## config.mk

```make
export PLATFORM = sky130hd
export DESIGN_NAME = xbar_cfg_loader_flat
export DESIGN_NICKNAME = d
export VERILOG_FILES = /design/src/rtl/xbar_cfg_loader_if.sv /design/src/rtl/xbar_cfg_loader.sv /design/src/flat_wrapper.sv
export SDC_FILE = /design/constraint.sdc
export NUM_CORES = 1
export LEC_CHECK = 0
export ABC_AREA = 0
export BUFFER_PORTS_ARGS = -buffer_cell sky130_fd_sc_hd__buf_2
export CORE_AREA = 2 2 267 137
export CTS_CLUSTER_DIAMETER = 150
export CTS_CLUSTER_SIZE = 25
export DETAILED_ROUTE_END_ITERATION = 7
export DIE_AREA = 0 0 269 139
export GPL_TIMING_DRIVEN = 0
export PLACE_DENSITY_LB_ADDON = 0.05
export SLEW_MARGIN = 25
export SYNTH_ARGS = -nofsm -noshare
export SYNTH_HDL_FRONTEND = slang
export SYNTH_SLANG_ARGS = --single-unit
```

## constraint.sdc

```tcl
create_clock -name clk -period 3 [get_ports clk]
set_input_delay 0.15 -clock clk [delete_from_list [all_inputs] [get_ports clk]]
set_output_delay 0.15 -clock clk [all_outputs]
set_load 0.03 [all_outputs]
```

## src/rtl/xbar_cfg_loader_if.sv

```systemverilog
// Config-stream handshake and crossbar select bundle for xbar_cfg_loader.
// The readback ports exist only when XBAR_CFG_READBACK_EN is defined.
interface xbar_cfg_loader_if #(
    parameter int unsigned CFG_W = 32,
    parameter int unsigned TOTAL = 180
);
    logic             io_start;
    logic             io_abort;
    logic [CFG_W-1:0] io_cfg_data;
    logic             io_cfg_valid;
    logic             io_cfg_ready;
    logic             io_busy;
    logic             io_done;
    logic             io_err;
    logic [5:0]       io_err_idx;
    logic [TOTAL-1:0] io_mux_configs;
`ifdef XBAR_CFG_READBACK_EN
    logic [2:0]       io_rd_idx;
    logic [CFG_W-1:0] io_rd_data;
`endif

    modport master (
`ifdef XBAR_CFG_READBACK_EN
        output io_rd_idx,
        input  io_rd_data,
`endif
        output io_start, io_abort, io_cfg_data, io_cfg_valid,
        input  io_cfg_ready, io_busy, io_done, io_err, io_err_idx, io_mux_configs
    );

    modport slave (
`ifdef XBAR_CFG_READBACK_EN
        input  io_rd_idx,
        output io_rd_data,
`endif
        input  io_start, io_abort, io_cfg_data, io_cfg_valid,
        output io_cfg_ready, io_busy, io_done, io_err, io_err_idx, io_mux_configs
    );
endinterface

```

## src/rtl/xbar_cfg_loader.sv

```systemverilog
// Streams crossbar selects into a shadow, range-checks every field, and commits them atomically.
// Optional combinational readback of the active config: XBAR_CFG_READBACK_EN.
module xbar_cfg_loader #(
    parameter int unsigned N_IN  = 27,
    parameter int unsigned N_OUT = 36,
    parameter int unsigned SEL_W = 5,
    parameter int unsigned CFG_W = 32
) (
    input logic              clk,
    input logic              reset,
    xbar_cfg_loader_if.slave bus
);
    localparam int unsigned TOTAL   = N_OUT * SEL_W;
    localparam int unsigned N_WORDS = (TOTAL + CFG_W - 1) / CFG_W;
    localparam int unsigned PAD     = N_WORDS * CFG_W;
    localparam int unsigned CNT_W   = $clog2(N_WORDS);
    localparam int unsigned IDX_W   = 6;

    typedef enum logic [1:0] {StIdle, StLoad, StCheck, StCommit} state_e;

    state_e             state_q, state_d;
    logic [CNT_W-1:0]   cnt_q, cnt_d;
    logic [IDX_W-1:0]   chk_q, chk_d;
    logic [PAD-1:0]     shadow_q, shadow_d;
    logic               err_q, err_d;
    logic [IDX_W-1:0]   err_idx_q, err_idx_d;
    logic               bad_q, bad_d;
    logic               done_q, done_d;
    logic [TOTAL-1:0]   mux_q, mux_d;
    logic [SEL_W-1:0]   field;
    logic               field_bad;

    always_ff @(posedge clk) begin
        if (!reset) begin
            state_q   <= StIdle;
            cnt_q     <= '0;
            chk_q     <= '0;
            shadow_q  <= '0;
            err_q     <= 1'b0;
            err_idx_q <= '0;
            bad_q     <= 1'b0;
            done_q    <= 1'b0;
            mux_q     <= '0;
        end else begin
            state_q   <= state_d;
            cnt_q     <= cnt_d;
            chk_q     <= chk_d;
            shadow_q  <= shadow_d;
            err_q     <= err_d;
            err_idx_q <= err_idx_d;
            bad_q     <= bad_d;
            done_q    <= done_d;
            mux_q     <= mux_d;
        end
    end

    always_comb begin
        state_d   = state_q;
        cnt_d     = cnt_q;
        chk_d     = chk_q;
        shadow_d  = shadow_q;
        err_d     = err_q;
        err_idx_d = err_idx_q;
        bad_d     = bad_q;
        done_d    = 1'b0;
        mux_d     = mux_q;
        field     = shadow_q[chk_q*SEL_W +: SEL_W];
        field_bad = 32'(field) >= N_IN;

        unique case (state_q)
            StIdle: begin
                if (bus.io_start) begin
                    err_d     = 1'b0;
                    err_idx_d = '0;
                    bad_d     = 1'b0;
                    cnt_d     = '0;
                    state_d   = StLoad;
                end
            end
            StLoad: begin
                if (bus.io_abort) begin
                    state_d = StIdle;
                end else if (bus.io_cfg_valid) begin
                    // Padding bits above TOTAL land in the shadow but are never checked or committed.
                    shadow_d[cnt_q*CFG_W +: CFG_W] = bus.io_cfg_data;
                    if (cnt_q == CNT_W'(N_WORDS - 1)) begin
                        chk_d   = '0;
                        state_d = StCheck;
                    end else begin
                        cnt_d = cnt_q + 1'b1;
                    end
                end
            end
            StCheck: begin
                if (bus.io_abort) begin
                    state_d = StIdle;
                end else begin
                    if (field_bad && !bad_q) begin
                        bad_d     = 1'b1;
                        err_idx_d = chk_q;
                    end
                    if (chk_q == IDX_W'(N_OUT - 1)) begin
                        // done_q is registered, so it pulses in the COMMIT cycle or the cycle after a reject.
                        done_d = 1'b1;
                        if (bad_q || field_bad) begin
                            err_d   = 1'b1;
                            state_d = StIdle;
                        end else begin
                            state_d = StCommit;
                        end
                    end else begin
                        chk_d = chk_q + 1'b1;
                    end
                end
            end
            StCommit: begin
                mux_d   = shadow_q[TOTAL-1:0];
                state_d = StIdle;
            end
            default: state_d = StIdle;
        endcase
    end

    assign bus.io_cfg_ready   = (state_q == StLoad);
    assign bus.io_busy        = (state_q != StIdle);
    assign bus.io_done        = done_q;
    assign bus.io_err         = err_q;
    assign bus.io_err_idx     = err_idx_q;
    assign bus.io_mux_configs = mux_q;

`ifdef XBAR_CFG_READBACK_EN
    logic [PAD-1:0] mux_pad;

    always_comb begin
        mux_pad            = '0;
        mux_pad[TOTAL-1:0] = mux_q;
        bus.io_rd_data     = '0;
        if (32'(bus.io_rd_idx) < N_WORDS) begin
            bus.io_rd_data = mux_pad[bus.io_rd_idx*CFG_W +: CFG_W];
        end
    end
`endif
endmodule

```

## src/flat_wrapper.sv

```systemverilog
// flat-port wrapper written by rule: the top's interface ports become plain ports
module xbar_cfg_loader_flat 
#(
    parameter int unsigned N_IN  = 27,
    parameter int unsigned N_OUT = 36,
    parameter int unsigned SEL_W = 5,
    parameter int unsigned CFG_W = 32
)
  (clk, reset, bus_io_start, bus_io_abort, bus_io_cfg_data, bus_io_cfg_valid, bus_io_cfg_ready, bus_io_busy, bus_io_done, bus_io_err, bus_io_err_idx, bus_io_mux_configs);
  xbar_cfg_loader_if #(.CFG_W(CFG_W), .TOTAL((180))) bus_i ();
  input logic clk;
  input logic reset;
  input wire logic [$bits(bus_i.io_start)-1:0] bus_io_start;
  input wire logic [$bits(bus_i.io_abort)-1:0] bus_io_abort;
  input wire logic [$bits(bus_i.io_cfg_data)-1:0] bus_io_cfg_data;
  input wire logic [$bits(bus_i.io_cfg_valid)-1:0] bus_io_cfg_valid;
  output wire logic [$bits(bus_i.io_cfg_ready)-1:0] bus_io_cfg_ready;
  output wire logic [$bits(bus_i.io_busy)-1:0] bus_io_busy;
  output wire logic [$bits(bus_i.io_done)-1:0] bus_io_done;
  output wire logic [$bits(bus_i.io_err)-1:0] bus_io_err;
  output wire logic [$bits(bus_i.io_err_idx)-1:0] bus_io_err_idx;
  output wire logic [$bits(bus_i.io_mux_configs)-1:0] bus_io_mux_configs;
  assign bus_i.io_start = bus_io_start;
  assign bus_i.io_abort = bus_io_abort;
  assign bus_i.io_cfg_data = bus_io_cfg_data;
  assign bus_i.io_cfg_valid = bus_io_cfg_valid;
  assign bus_io_cfg_ready = bus_i.io_cfg_ready;
  assign bus_io_busy = bus_i.io_busy;
  assign bus_io_done = bus_i.io_done;
  assign bus_io_err = bus_i.io_err;
  assign bus_io_err_idx = bus_i.io_err_idx;
  assign bus_io_mux_configs = bus_i.io_mux_configs;
  xbar_cfg_loader #(.N_IN(N_IN), .N_OUT(N_OUT), .SEL_W(SEL_W), .CFG_W(CFG_W)) u_core (.clk(clk), .reset(reset), .bus(bus_i));
endmodule
```

Yosys cells after proc, flatten, opt, wreduce, memory -nomap -nowiden
Cells that the tools add are included.
- register bits: 392
- output and inout bits: 190
- add/subtract/negate cells: 3
- multipliers: 1
- magnitude comparators: 1
- equality and inequality tests: 18
- shifts and indexed selects: 3
- muxes and demuxes: 33
- bitwise gates (word level): 3
- reduce and logical (&&, ||, !) cells: 15
- operators with widths (kind ; count):
    192-bit bitwise mux ; 1
    32-bit by 34-bit variable shift with 192-bit output, first input constant ; 1
    192-bit by 10-bit variable part select with 5-bit output ; 1
    32-bit by 34-bit variable part select with 192-bit output ; 1
    6-bit 2-to-1 mux ; 8
    8-bit negator with 34-bit output ; 1
    6-bit one-hot mux with 2 select lines ; 2
    2-bit 2-to-1 mux ; 7
    3-bit 2-to-1 mux ; 4
    2-bit != test, second input constant ; 6
    5-bit AND reduction ; 2
    6-bit by 3-bit multiplier with 9-bit output, second input constant ; 1
    2-bit by 1-bit != test with 1-bit output, second input constant ; 4
    2-bit one-hot mux with 4 select lines ; 1
    4-bit AND reduction ; 2
    2-bit nonzero test ; 4
    1-bit 2-to-1 mux ; 7
    6-bit by 1-bit adder with 6-bit output, second input constant ; 1
    6-bit == test, second input constant ; 1
    3-bit by 2-bit != test with 1-bit output, second input constant ; 2
    3-bit one-hot mux with 2 select lines ; 1
    6-bit AND reduction ; 1
    5-bit >= comparator, second input constant ; 1
    2-bit == test, second input constant ; 2
    12 further kinds ; 15

Longest topological paths before layout
Gate-level depths: netlist (run 1).
- depth after elaboration: 8
- depth in mapped cells: 11

Worst setup path after synthesis (run 1)
Ideal clock, no wire load.
- path kind: register -> register
- from: reg u_core.state_q[0]
- to: reg u_core.shadow_q[66]
- setup time: 0.070 ns
- arrival time: 2.494 ns
- required time: 2.930 ns
- path slack: 0.436 ns
- stages on the path, launching flop included: 12
- buffers on the path: 4
- cell sequence: dfxtp_1 > buf_2 > nor2b_1 > and3b_1 > clkbuf_1 > nor2b_1 > nor3b_1 > and3_1 > clkbuf_1 > buf_2 > nand2_1 > a21oi_1
- longest elaborated chain between the ends: 2
- ends and longest elaborated chain (element ; line ; source):
    start: declaration ; xbar_cfg_loader.sv:21 ; state_e state_q, state_d;
    start signal: assignment ; xbar_cfg_loader.sv:35 ; state_q <= StIdle;
    start signal: assignment ; xbar_cfg_loader.sv:45 ; state_q <= state_d;
    2-bit by 1-bit == test with 1-bit output ; n/a ;
    net bus_io_cfg_ready ; flat_wrapper.sv:17 ; output wire logic [$bits(bus_i.io_cfg_ready)-1:0] bus_io_cfg_ready;
    3-bit AND reduction (no line) ; n/a ;
    end signal: assignment ; xbar_cfg_loader.sv:48 ; shadow_q <= shadow_d;
    end: declaration ; xbar_cfg_loader.sv:24 ; logic [PAD-1:0] shadow_q, shadow_d;
The timed path passes the listed nets, and every way through them passes these cells.
A chain may end at the register's enable or synchronous reset.

Worst setup path in the final report (run 1)
- from: reg u_core.chk_q[0]
- to: reg u_core.bad_q
- longest elaborated chain between the ends: 6
- ends and longest elaborated chain (element ; line ; source):
    start: declaration ; xbar_cfg_loader.sv:23 ; logic [IDX_W-1:0] chk_q, chk_d;
    start signal: assignment ; xbar_cfg_loader.sv:47 ; chk_q <= chk_d;
    6-bit by 3-bit multiplier with 9-bit output ; xbar_cfg_loader.sv:67 ; field = shadow_q[chk_q*SEL_W +: SEL_W];
    192-bit by 10-bit variable part select with 5-bit output ; xbar_cfg_loader.sv:67 ;
    5-bit >= comparator ; xbar_cfg_loader.sv:68 ; field_bad = 32'(field) >= N_IN;
    1-bit logical AND ; xbar_cfg_loader.sv:98 ; if (field_bad && !bad_q) begin
    2-bit by 1-bit != test with 1-bit output (no line) ; n/a ;
    4-bit AND reduction (no line) ; n/a ;
    end signal: assignment ; xbar_cfg_loader.sv:41 ; bad_q <= 1'b0;
    end signal: assignment ; xbar_cfg_loader.sv:51 ; bad_q <= bad_d;
    end: declaration ; xbar_cfg_loader.sv:27 ; logic bad_q, bad_d;
No other way between the ends.

==> results.py, run 1 <==
metrics = {
    "run_status": {
        "status": "completed",
    },
    "cts": {
        "cts_root_buf": "clkbuf_16",
        "clk_path_buf_depth": 3,
        "cts_made_buffers": 19,
        "cts_tree": "built",
        "clkLatencyLatePin_ns": 0.57,
        "htree_levels": 1,
        "clock-sinks": 392,
        "clkTransAtPathRegs_ns": 0.11,
    },
    "timing": {
        "tns_ns": 0,
        "fmax_ghz": 0.339,
        "relSlewSlack_pct": 24.1,
        "finalHoldViolCount": 0,
        "skew_ns": 0.0317,
        "slew_violations": 0,
        "fin_crit_sh_pct": 98.4,
        "setup_violations": 0,
        "worst_slack_ns": 0.0471,
        "worst_pin_slew_ns": 1.14,
        "finalCriticalPeriod_ns": 2.95,
    },
    "logic_synthesis": {
        "synthTopCellsByCount": "nand2_1, dfxtp_1, a21oi_1",
        "synthCells": 1926,
        "synth_top_area_share_pct": 50.1,
        "netlist_area_mm2": 0.0157,
        "avgSynthCellArea_um2": 8.14,
        "synthTopCellsByArea": "dfxtp_1, nand2_1, a21oi_1",
        "ys_ff_latch": 392,
        "synth_most_common_cell": "nand2_1",
        "yosysTopAreaCell": "dfxtp_1",
        "synth_cell_type_count": 59,
        "synth_async_sr_flop_share_pct": 0,
        "yosysSeqAreaShare_pct": 50.1,
        "ys.flop_type": "dfxtp_1",
        "synth_warnings": 0,
        "synth_edf_count": 0,
        "syn_nets": 1968,
    },
    "worst_setup_path": {
        "crit_type": "reg -> reg",
        "rrSetupSlack_ns": 0.05,
        "r2r-start": "u_core.chk_q[0]$_SDFFE_PN0P_",
        "cp-start-kind": "flop",
        "reg2reg_depth": 8,
        "cp.required_ns": 3.47,
        "r2r_end": "u_core.bad_q$_SDFFE_PN0P_",
        "endpoint_kind": "flop",
        "path_max_fanout": 10,
        "cp.arrival_ns": 3.42,
    },
    "drt": {
        "vias_per_cell": 5.67,
        "via_count": 15200,
        "drc": 0,
        "wl_per_cell_um": 23.3,
        "drt_iter0_drc": 1700,
        "ant_nets": 0,
        "dr.pass1.iters": 6,
        "drt_wl_total_um": 62600,
    },
    "pwr": {
        "leakage_nw": 6.41,
        "max-vdd-ir-drop_uv": 326,
        "swShare_pct": 24.3,
        "power_frac_comb_pct": 4.4,
        "p_per_area_mw_per_mm2": 467,
        "p_clk_share_pct": 34.3,
        "switchingPower_mw": 2.06,
        "internal-power_mw": 6.45,
        "seq_power_share_pct": 61.4,
    },
    "global_route": {
        "grt_pass1_wl_um": 90700,
        "grt_overflow_total": 0,
        "grt_max_degree": 26,
        "antenna_found_initial": 2,
        "grt_pass1_vias": 13700,
        "grt.total_usage_pct": 32.9,
    },
    "placement": {
        "gp_congestion": 0.979,
        "dp_hpwl_um": 46200,
        "place_ws_ns": -0.508,
        "io_buffers": 226,
    },
    "floorplanning": {
        "num_io_pins": 227,
        "placeableCoreArea_mm2": 0.0353,
        "die_w_um": 269,
        "fp.dieH_um": 139,
        "core.rowCount": 49,
        "die-area_mm2": 0.0374,
        "start_util_pct": 44.5,
    },
    "finish": {
        "nNetsFinal": 2239,
        "fillers": 3499,
        "area_delta_synth_final_pct": 16.4,
        "fin_util_pct": 51.7,
        "num_antenna_cells": 0,
        "drive_gt1_share_pct": 15.7,
    },
    "worst_hold_path": {
        "hold_depth": 3,
        "worstHoldStart": "bus_io_cfg_data[24]",
        "hold_path_class": "in -> reg",
        "min_delay_worst_endpoint": "u_core.shadow_q[24]$_SDFFE_PN0P_",
    },
    "flow_run": {
        "maxCapViolCount": 0,
    },
}
==> critical path: stages (launching register included) <==
cell and delay (ns):
dfxtp_1 0.41, buf_4 0.35, buf_2 0.40, mux4_2 0.63, a22o_1 0.22, a21oi_1 0.39, a2111oi_4 0.10, buf_12 0.19
o21a_1 0.17
==> sequential cells by signal (all words and copies together), names as in the netlist <==
name	flops
u_core.bus.io_err_idx	6
u_core.bus.io_done	1
u_core.state_q	2
u_core.cnt_q	3
u_core.bus.io_err	1
u_core.chk_q	6
u_core.shadow_q	192
u_core.bad_q	1
u_core.bus.io_mux_configs	180
==> metrics by stage <==
stage	area, um2	hold WS (ns)	total power, mW	cells
finish	18200	0.0279	8.51	2681
global placement	17400	0.430	5.67	2636
floorplan	15700	0.251	5.45	1926
CTS	18200	0.00250	8.52	2682
global route	18200	0.00282	8.72	2681
detailed placement	17400	0.433	5.67	2636
==> layout make-up <==
class                   instances  area, um2  area share, %
flip-flops and latches        392       7850           43.0
well taps                     484        606           3.32
clock buffers                  19        475           2.61
multi-input cells            1368       7140           39.1
inverters                      10       37.5          0.206
repair buffers                252       1400           7.68
clock inverters                 2       17.5         0.0960
plain buffers                 154        714           3.92
==> layout by cell type, fill, tap and decap left out, types with 7 or more instances in the layout <==
cell / Yosys / final
clkbuf_1: 124 / 111
clkbuf_2: 0 / 7
mux4_2: 31 / 31
a21oi_1: 385 / 385
inv_1: 10 / 10
nand3_1: 91 / 91
buf_2: 18 / 244
a22oi_1: 7 / 7
mux2i_1: 32 / 32
mux2_2: 11 / 11
dlygate4sd3_1: 0 / 25
dfxtp_1: 392 / 391
nand2_1: 698 / 698
clkbuf_16: 0 / 19
nor2_1: 17 / 17
==> worst max path at each step <==
stage / slack (ns) / cells past startpoint / to / startpoint
floorplan: 0.44 / 11 / u_core.shadow_q[66]$_SDFFE_PN0P_ / u_core.state_q[0]$_SDFFE_PN0P_
global placement: -0.49 / 10 / u_core.shadow_q[126]$_SDFFE_PN0P_ / u_core.cnt_q[0]$_SDFFE_PN0P_
detailed placement: -0.51 / 10 / u_core.shadow_q[126]$_SDFFE_PN0P_ / u_core.cnt_q[0]$_SDFFE_PN0P_
CTS: 0.05 / 10 / u_core.shadow_q[14]$_SDFFE_PN0P_ / u_core.cnt_q[0]$_SDFFE_PN0P_
global route: -0.05 / 10 / u_core.shadow_q[4]$_SDFFE_PN0P_ / u_core.cnt_q[0]$_SDFFE_PN0P_
finish: 0.05 / 8 / u_core.bad_q$_SDFFE_PN0P_ / u_core.chk_q[0]$_SDFFE_PN0P_
==> power by group through the flow <==
stage | sequential [mW] | combinational, mW | clock [mW]
finish | 5.22 | 0.374 | 2.92
global route | 5.22 | 0.380 | 3.12
CTS | 5.22 | 0.354 | 2.94
detailed placement | 5.34 | 0.327 | 0
global placement | 5.34 | 0.326 | 0
floorplan | 5.34 | 0.118 | 0
==> timing repair <==
action | in CTS | in global routing
setup buffers | 1 | 0
setup endpoints to repair | 132 | 96
pin swaps | 1 | 1
hold buffers | 25 | 0
resized for setup | 11 | 21
hold endpoints to repair | 65 | 0
==> kinds of logic (layout without fill, tap and decap cells) <==
family / count (synthesis) / after routing / share of synthesized area, %
compound gates: 428 / 428 / 14.7
xor+xnor: 1 / 1 / 0.0559
fa+ha+maj: 5 / 5 / 0.399
buf+inv: 166 / 437 / 4.63
flops: 392 / 392 / 50.1
mux: 78 / 78 / 7.96
simple gates: 856 / 856 / 22.2
==> per-layer routing <==
layer  global-route usage [%]  vias to the layer above  part of all wire [%]
met5                        0                        -                 0.029
met4                     7.60                        2                   2.6
met3                     9.84                       92                    13
met2                     42.6                      850                    37
met1                     52.2                     7261                    47
li1                         -                     6987                     -
Power figures use the tool's default switching activity.
==> run 2: changes to the inputs <==
--- a/config.mk
+++ b/config.mk
@@ -8,6 +8,7 @@
 export ABC_AREA = 0
 export BUFFER_PORTS_ARGS = -buffer_cell sky130_fd_sc_hd__buf_2
 export CORE_AREA = 2 2 267 137
+export CTS_BUF_LIST = sky130_fd_sc_hd__clkbuf_8
 export CTS_CLUSTER_DIAMETER = 150
 export CTS_CLUSTER_SIZE = 25
 export DETAILED_ROUTE_END_ITERATION = 7
==> run 2 against run 1 <==
  * Count of clock-buffer cells in the layout stayed put
  * Setup slack worse by 0.025 ns
  * Clock power is 22% lower
  * Fmax decreased by 0.83%
  * Hold slack improved by 0.020 ns
  * Combinational power rose by 3%
  * Design area is 0.73% lower
  * Register-to-register slack got worse by 0.02 ns
  * Final cell count rose by 0.34%
  * Non-clock buffer count grew 9
  * Via count shrank 0.32%
  * Critical path type unchanged
  * Largest power group unchanged
  * Highest routed layer unchanged
==> results.py, run 2 (same netlist as run 1, synthesis figures left out) <==
metrics = {
    "run_status": {
        "status": "completed",
    },
    "placement": {
        "place_inst": 2636,
        "gp_congestion": 0.979,
        "place_ws_ns": -0.508,
        "dp_hpwl_um": 46200,
        "io_buffers": 226,
    },
    "global_route": {
        "grt.total_usage_pct": 33.0,
        "use_met3_pct": 9.84,
        "antenna_found_initial": 2,
        "busiest_layer": "met1",
        "globalRouteMet1Util_pct": 52.1,
        "grt_pass1_vias": 13700,
        "grt_max_degree": 26,
        "grt_overflow_total": 0,
        "grt_pass1_wl_um": 90700,
        "use_met2_pct": 42.8,
    },
    "drt": {
        "drt_wl_total_um": 62900,
        "drt_iter0_drc": 1839,
        "dr.pass1.iters": 5,
        "wl_per_cell_um": 23.4,
        "vias_per_cell": 5.63,
        "ant_nets": 0,
        "via_count": 15100,
        "drc": 0,
    },
    "finish": {
        "fin_util_pct": 51.4,
        "regMostFlops": "u_core.shadow_q",
        "drive_gt1_share_pct": 15.8,
        "final_cells": 2690,
        "nNetsFinal": 2248,
        "largest_reg_flops": 192,
        "mostFrequentLayoutCells": "nand2_1, dfxtp_1, a21oi_1",
        "area_delta_synth_final_pct": 15.5,
        "final_common_cell": "nand2_1",
        "num_antenna_cells": 0,
    },
    "floorplanning": {
        "num_io_pins": 227,
        "die_w_um": 269,
        "die-area_mm2": 0.0374,
        "core.rowCount": 49,
        "fp.dieH_um": 139,
        "start_util_pct": 44.5,
        "placeableCoreArea_mm2": 0.0353,
    },
    "pwr": {
        "p_per_area_mw_per_mm2": 435,
        "leakage_nw": 6.35,
        "max-vdd-ir-drop_uv": 320,
    },
    "worst_setup_path": {
        "cp-start-kind": "flop",
        "endpoint_kind": "flop",
        "crit_type": "reg -> reg",
        "cp.required_ns": 3.51,
        "cp.arrival_ns": 3.48,
        "path_max_fanout": 10,
    },
    "timing": {
        "whs_ns": 0.0482,
        "setup_violations": 0,
        "worst_slack_ns": 0.0224,
        "skew_ns": 0.0379,
        "worst_pin_slew_ns": 1.10,
        "finalCriticalPeriod_ns": 2.98,
        "fin_crit_sh_pct": 99.3,
        "tns_ns": 0,
        "fmax_ghz": 0.336,
        "rsz0062_at_grt": "false",
        "slew_violations": 0,
        "relSlewSlack_pct": 27.0,
        "finalHoldViolCount": 0,
    },
    "cts": {
        "htree_levels": 1,
        "clk_path_buf_depth": 3,
        "cts_root_buf": "clkbuf_8",
        "cts_tree": "built",
        "clkLatencyLatePin_ns": 0.64,
        "cts_made_buffers": 19,
        "clkTransAtPathRegs_ns": 0.17,
        "clock-sinks": 392,
    },
    "worst_hold_path": {
        "hold_path_class": "in -> reg",
    },
    "flow_run": {
        "maxCapViolCount": 0,
    },
}
-- run 2: repair_timing --
item                                    4_1_cts  5_1_grt
gates resized for setup                      11       22
endpoints found under the setup margin      142      109
hold buffers                                 35        0
setup buffers                                 1        0
pin swaps                                     1        1
endpoints found under the hold margin       199        0
-- run 2: metrics by stage --
| step | area, um2 | total power, mW |
|---|---|---|
| floorplan | 15700 | 5.45 |
| global placement | 17400 | 5.67 |
| detailed placement | 17400 | 5.67 |
| CTS | 18100 | 7.88 |
| global route | 18100 | 8.08 |
| finish | 18100 | 7.88 |
-- run 2: area by class of cell --
class | count | area [um2]
fillers | 3516 | 17100
flip-flops and latches | 392 | 7850
multi-input cells | 1368 | 7130
repair buffers | 262 | 1500
plain buffers | 153 | 703
well taps | 484 | 606
clock buffers | 19 | 262
inverters | 10 | 37.5
clock inverters | 2 | 16.3
-- run 2: worst paths after layout --
kind / from / endpoint / slack (ns) / depth (start not counted)
max: u_core.chk_q[0]$_SDFFE_PN0P_ / u_core.state_q[0]$_SDFFE_PN0P_ / 0.02 / 8
min: bus_io_cfg_valid / u_core.state_q[1]$_SDFFE_PN0P_ / 0.05 / 4
max reg2reg: u_core.chk_q[0]$_SDFFE_PN0P_ / u_core.state_q[0]$_SDFFE_PN0P_ / 0.02 / 8
min reg2reg: u_core.bus.io_mux_configs[20]$_SDFFE_PN0N_ / u_core.bus.io_mux_configs[20]$_SDFFE_PN0N_ / 0.46 / 2
-- run 2: power breakdown --
| group | total (mW) | internal (mW) | switching, mW |
|---|---|---|---|
| Sequential | 5.23 | 5.22 | 0.0108 |
| Combinational | 0.385 | 0.0856 | 0.300 |
| Clock | 2.27 | 0.592 | 1.68 |
| Total | 7.88 | 5.90 | 1.99 |
-- run 2: critical path, stage by stage, from the launching register on --
cell and delay (ns):
dfxtp_1 0.43, buf_4 0.35, buf_2 0.39, nor2b_2 0.36, nand2_1 0.08, a21oi_1 0.30
a21oi_1 0.20, a211oi_2 0.53, o21ai_0 0.20
-- run 2: routing by layer --
layer	part of all wire (%)	routed length, um	up-vias
met5	0.029	18	-
met4	2.9	1800	2
met3	12	7840	101
met2	37	23500	800
met1	47	29700	7261
li1	-	-	6980
==> run 3: changes to the inputs <==
--- a/config.mk
+++ b/config.mk
@@ -8,14 +8,14 @@
 export ABC_AREA = 0
 export BUFFER_PORTS_ARGS = -buffer_cell sky130_fd_sc_hd__buf_2
 export CORE_AREA = 2 2 267 137
-export CTS_BUF_LIST = sky130_fd_sc_hd__clkbuf_8
+export CTS_BUF_LIST = sky130_fd_sc_hd__clkbuf_4
 export CTS_CLUSTER_DIAMETER = 150
 export CTS_CLUSTER_SIZE = 25
 export DETAILED_ROUTE_END_ITERATION = 7
 export DIE_AREA = 0 0 269 139
 export GPL_TIMING_DRIVEN = 0
 export PLACE_DENSITY_LB_ADDON = 0.05
-export SLEW_MARGIN = 25
+export SLEW_MARGIN = 20
 export SYNTH_ARGS = -nofsm -noshare
 export SYNTH_HDL_FRONTEND = slang
 export SYNTH_SLANG_ARGS = --single-unit
==> run 3 against run 2 <==
  * Largest power group unchanged
  * Core utilization decreased by 0.19 points
  * Non-clock buffer count rose by 2
  * Clock power is 15% lower
  * Sequential share of layout area grew 0.16 points
  * Combinational power barely moved
  * Fmax grew 0.80%
  * Critical path depth increased by 1
==> results.py, run 3 (same netlist as run 1, synthesis figures left out) <==
metrics = {
    "drt": {
        "wl_per_cell_um": 23.4,
        "drt_iter0_drc": 1781,
        "drc": 0,
        "dr.pass1.iters": 6,
        "via_count": 15200,
        "drt_wl_total_um": 63000,
        "ant_nets": 0,
        "vias_per_cell": 5.65,
    },
    "finish": {
        "area_delta_synth_final_pct": 15.1,
        "mostFrequentLayoutCells": "nand2_1, dfxtp_1, a21oi_1",
        "fin_util_pct": 51.2,
        "final_common_cell": "nand2_1",
        "nNetsFinal": 2250,
        "fillers": 3530,
        "drive_gt1_share_pct": 16.0,
        "fin_area_mm2": 0.0180,
        "regMostFlops": "u_core.shadow_q",
        "largest_reg_flops": 192,
    },
    "worst_setup_path": {
        "cp-start-kind": "flop",
        "crit_type": "reg -> reg",
        "cp.required_ns": 3.67,
        "path_max_fanout": 10,
        "cp.arrival_ns": 3.63,
        "slowest_delay_ns": 0.48,
        "critPathTopFamily": "buffers and inverters",
        "critPathBufInv": 4,
        "endpoint_kind": "flop",
        "path_depth": 9,
        "path_common_cell": "clkbuf_2",
        "crit_path_top_delay_cell": "dfxtp_2",
        "crit_chain": "clkbuf_2, inv_1, ha_1, clkbuf_1, nor4b_2, nand3_1, clkbuf_2, nand2_1, a21oi_1",
        "reg2reg_depth": 9,
    },
    "global_route": {
        "grt.total_usage_pct": 33.0,
        "grt_pass1_wl_um": 90700,
        "use_met2_pct": 42.8,
        "busiest_layer": "met1",
        "grt_pass1_vias": 13800,
        "antenna_found_initial": 3,
        "use_met3_pct": 9.62,
        "grt_overflow_total": 0,
        "globalRouteMet1Util_pct": 52.1,
        "grt_max_degree": 26,
    },
    "floorplanning": {
        "die_w_um": 269,
        "fp.dieH_um": 139,
        "placeableCoreArea_mm2": 0.0353,
        "die-area_mm2": 0.0374,
        "num_io_pins": 227,
        "core.rowCount": 49,
        "start_util_pct": 44.5,
    },
    "pwr": {
        "p_per_area_mw_per_mm2": 420,
        "leakage_nw": 6.32,
        "max-vdd-ir-drop_uv": 237,
    },
    "timing": {
        "worst_pin_slew_ns": 1.12,
        "fmax_ghz": 0.339,
        "finalCriticalPeriod_ns": 2.95,
        "finalHoldViolCount": 0,
        "setup_violations": 0,
        "fin_crit_sh_pct": 98.5,
        "slew_violations": 0,
        "skew_ns": 0.0936,
        "rsz0062_at_grt": "true",
        "relSlewSlack_pct": 25.1,
    },
    "placement": {
        "dpl_cell_area_mm2": 0.0174,
        "io_buffers": 226,
        "dp_hpwl_um": 46200,
        "gp_congestion": 0.979,
    },
    "worst_hold_path": {
        "hold_depth": 3,
        "hold_path_class": "in -> reg",
    },
    "cts": {
        "clock-sinks": 392,
        "htree_levels": 1,
        "cts_tree": "built",
        "cts_made_buffers": 19,
        "clkLatencyLatePin_ns": 0.86,
        "clk_path_buf_depth": 3,
        "clkTransAtPathRegs_ns": 0.25,
        "cts_root_buf": "clkbuf_4",
    },
    "flow_run": {
        "maxCapViolCount": 0,
    },
    "run_status": {
        "status": "completed",
    },
}
-- run 3: power breakdown --
part / switching [mW] / total (mW) / internal (mW)
sequential: 0.0108 / 5.25 / 5.24
clock: 1.63 / 1.93 / 0.302
combinational: 0.300 / 0.388 / 0.0880
total: 1.94 / 7.57 / 5.63
-- run 3: tightest hold or removal path, delay by kind of cell --
kind | cells | cell delay [ns]
compound gates | 1 | 0.10
buf+inv | 2 | 0.68
-- run 3: repair_timing --
item | CTS | global route
hold buffers | 37 | 0
resized for setup | 12 | 34
buffers inserted | 1 | 0
setup endpoints to repair | 147 | 128
pin swaps | 1 | 2
hold endpoints to repair | 212 | 0
-- run 3: path summary, 6_finish.rpt --
check	startpoint	endpoint	slack (ns)
hold reg to reg	u_core.shadow_q[136]$_SDFFE_PN0P_	u_core.bus.io_mux_configs[136]$_SDFFE_PN0N_	0.44
setup / recovery	u_core.cnt_q[0]$_SDFFE_PN0P_	u_core.shadow_q[9]$_SDFFE_PN0P_	0.05
setup reg to reg	u_core.cnt_q[0]$_SDFFE_PN0P_	u_core.shadow_q[9]$_SDFFE_PN0P_	0.05
hold / removal	reset	u_core.bad_q$_SDFFE_PN0P_	0.1
-- run 3: final cells by class --
cell class              instances  area, um2  share of cell area (%)
clock inverters                 2       12.5                  0.0694
clock buffers                  19        143                   0.791
well taps                     484        606                    3.36
multi-input cells            1368       7150                    39.6
repair buffers                264       1520                    8.44
diodes                          2       5.00                  0.0277
plain buffers                 153        717                    3.97
flip-flops and latches        392       7850                    43.5
inverters                      10       37.5                   0.208
-- run 3: layer usage --
metal / wire [um] / part of all wire [%] / vias to the layer above
li1: - / - / 6993
met1: 29900 / 47 / 7356
met2: 23500 / 37 / 780
met3: 7700 / 12 / 99
met4: 1870 / 3.0 / 2
met5: 4 / 0.0064 / -
-- run 3: per-stage QoR --
step	setup TNS, ns	worst slack (ns)	cells	hold slack, ns	power [mW]
detailed placement	-26.97	-0.508	2636	0.433	5.67
floorplan	0	0.436	1926	0.251	5.45
finish	0	0.0460	2694	0.0995	7.57
global route	-0.0581	-0.0318	2694	0.0820	7.76
CTS	0	0.00861	2695	0.0577	7.57
global placement	-27.16	-0.493	2636	0.430	5.67
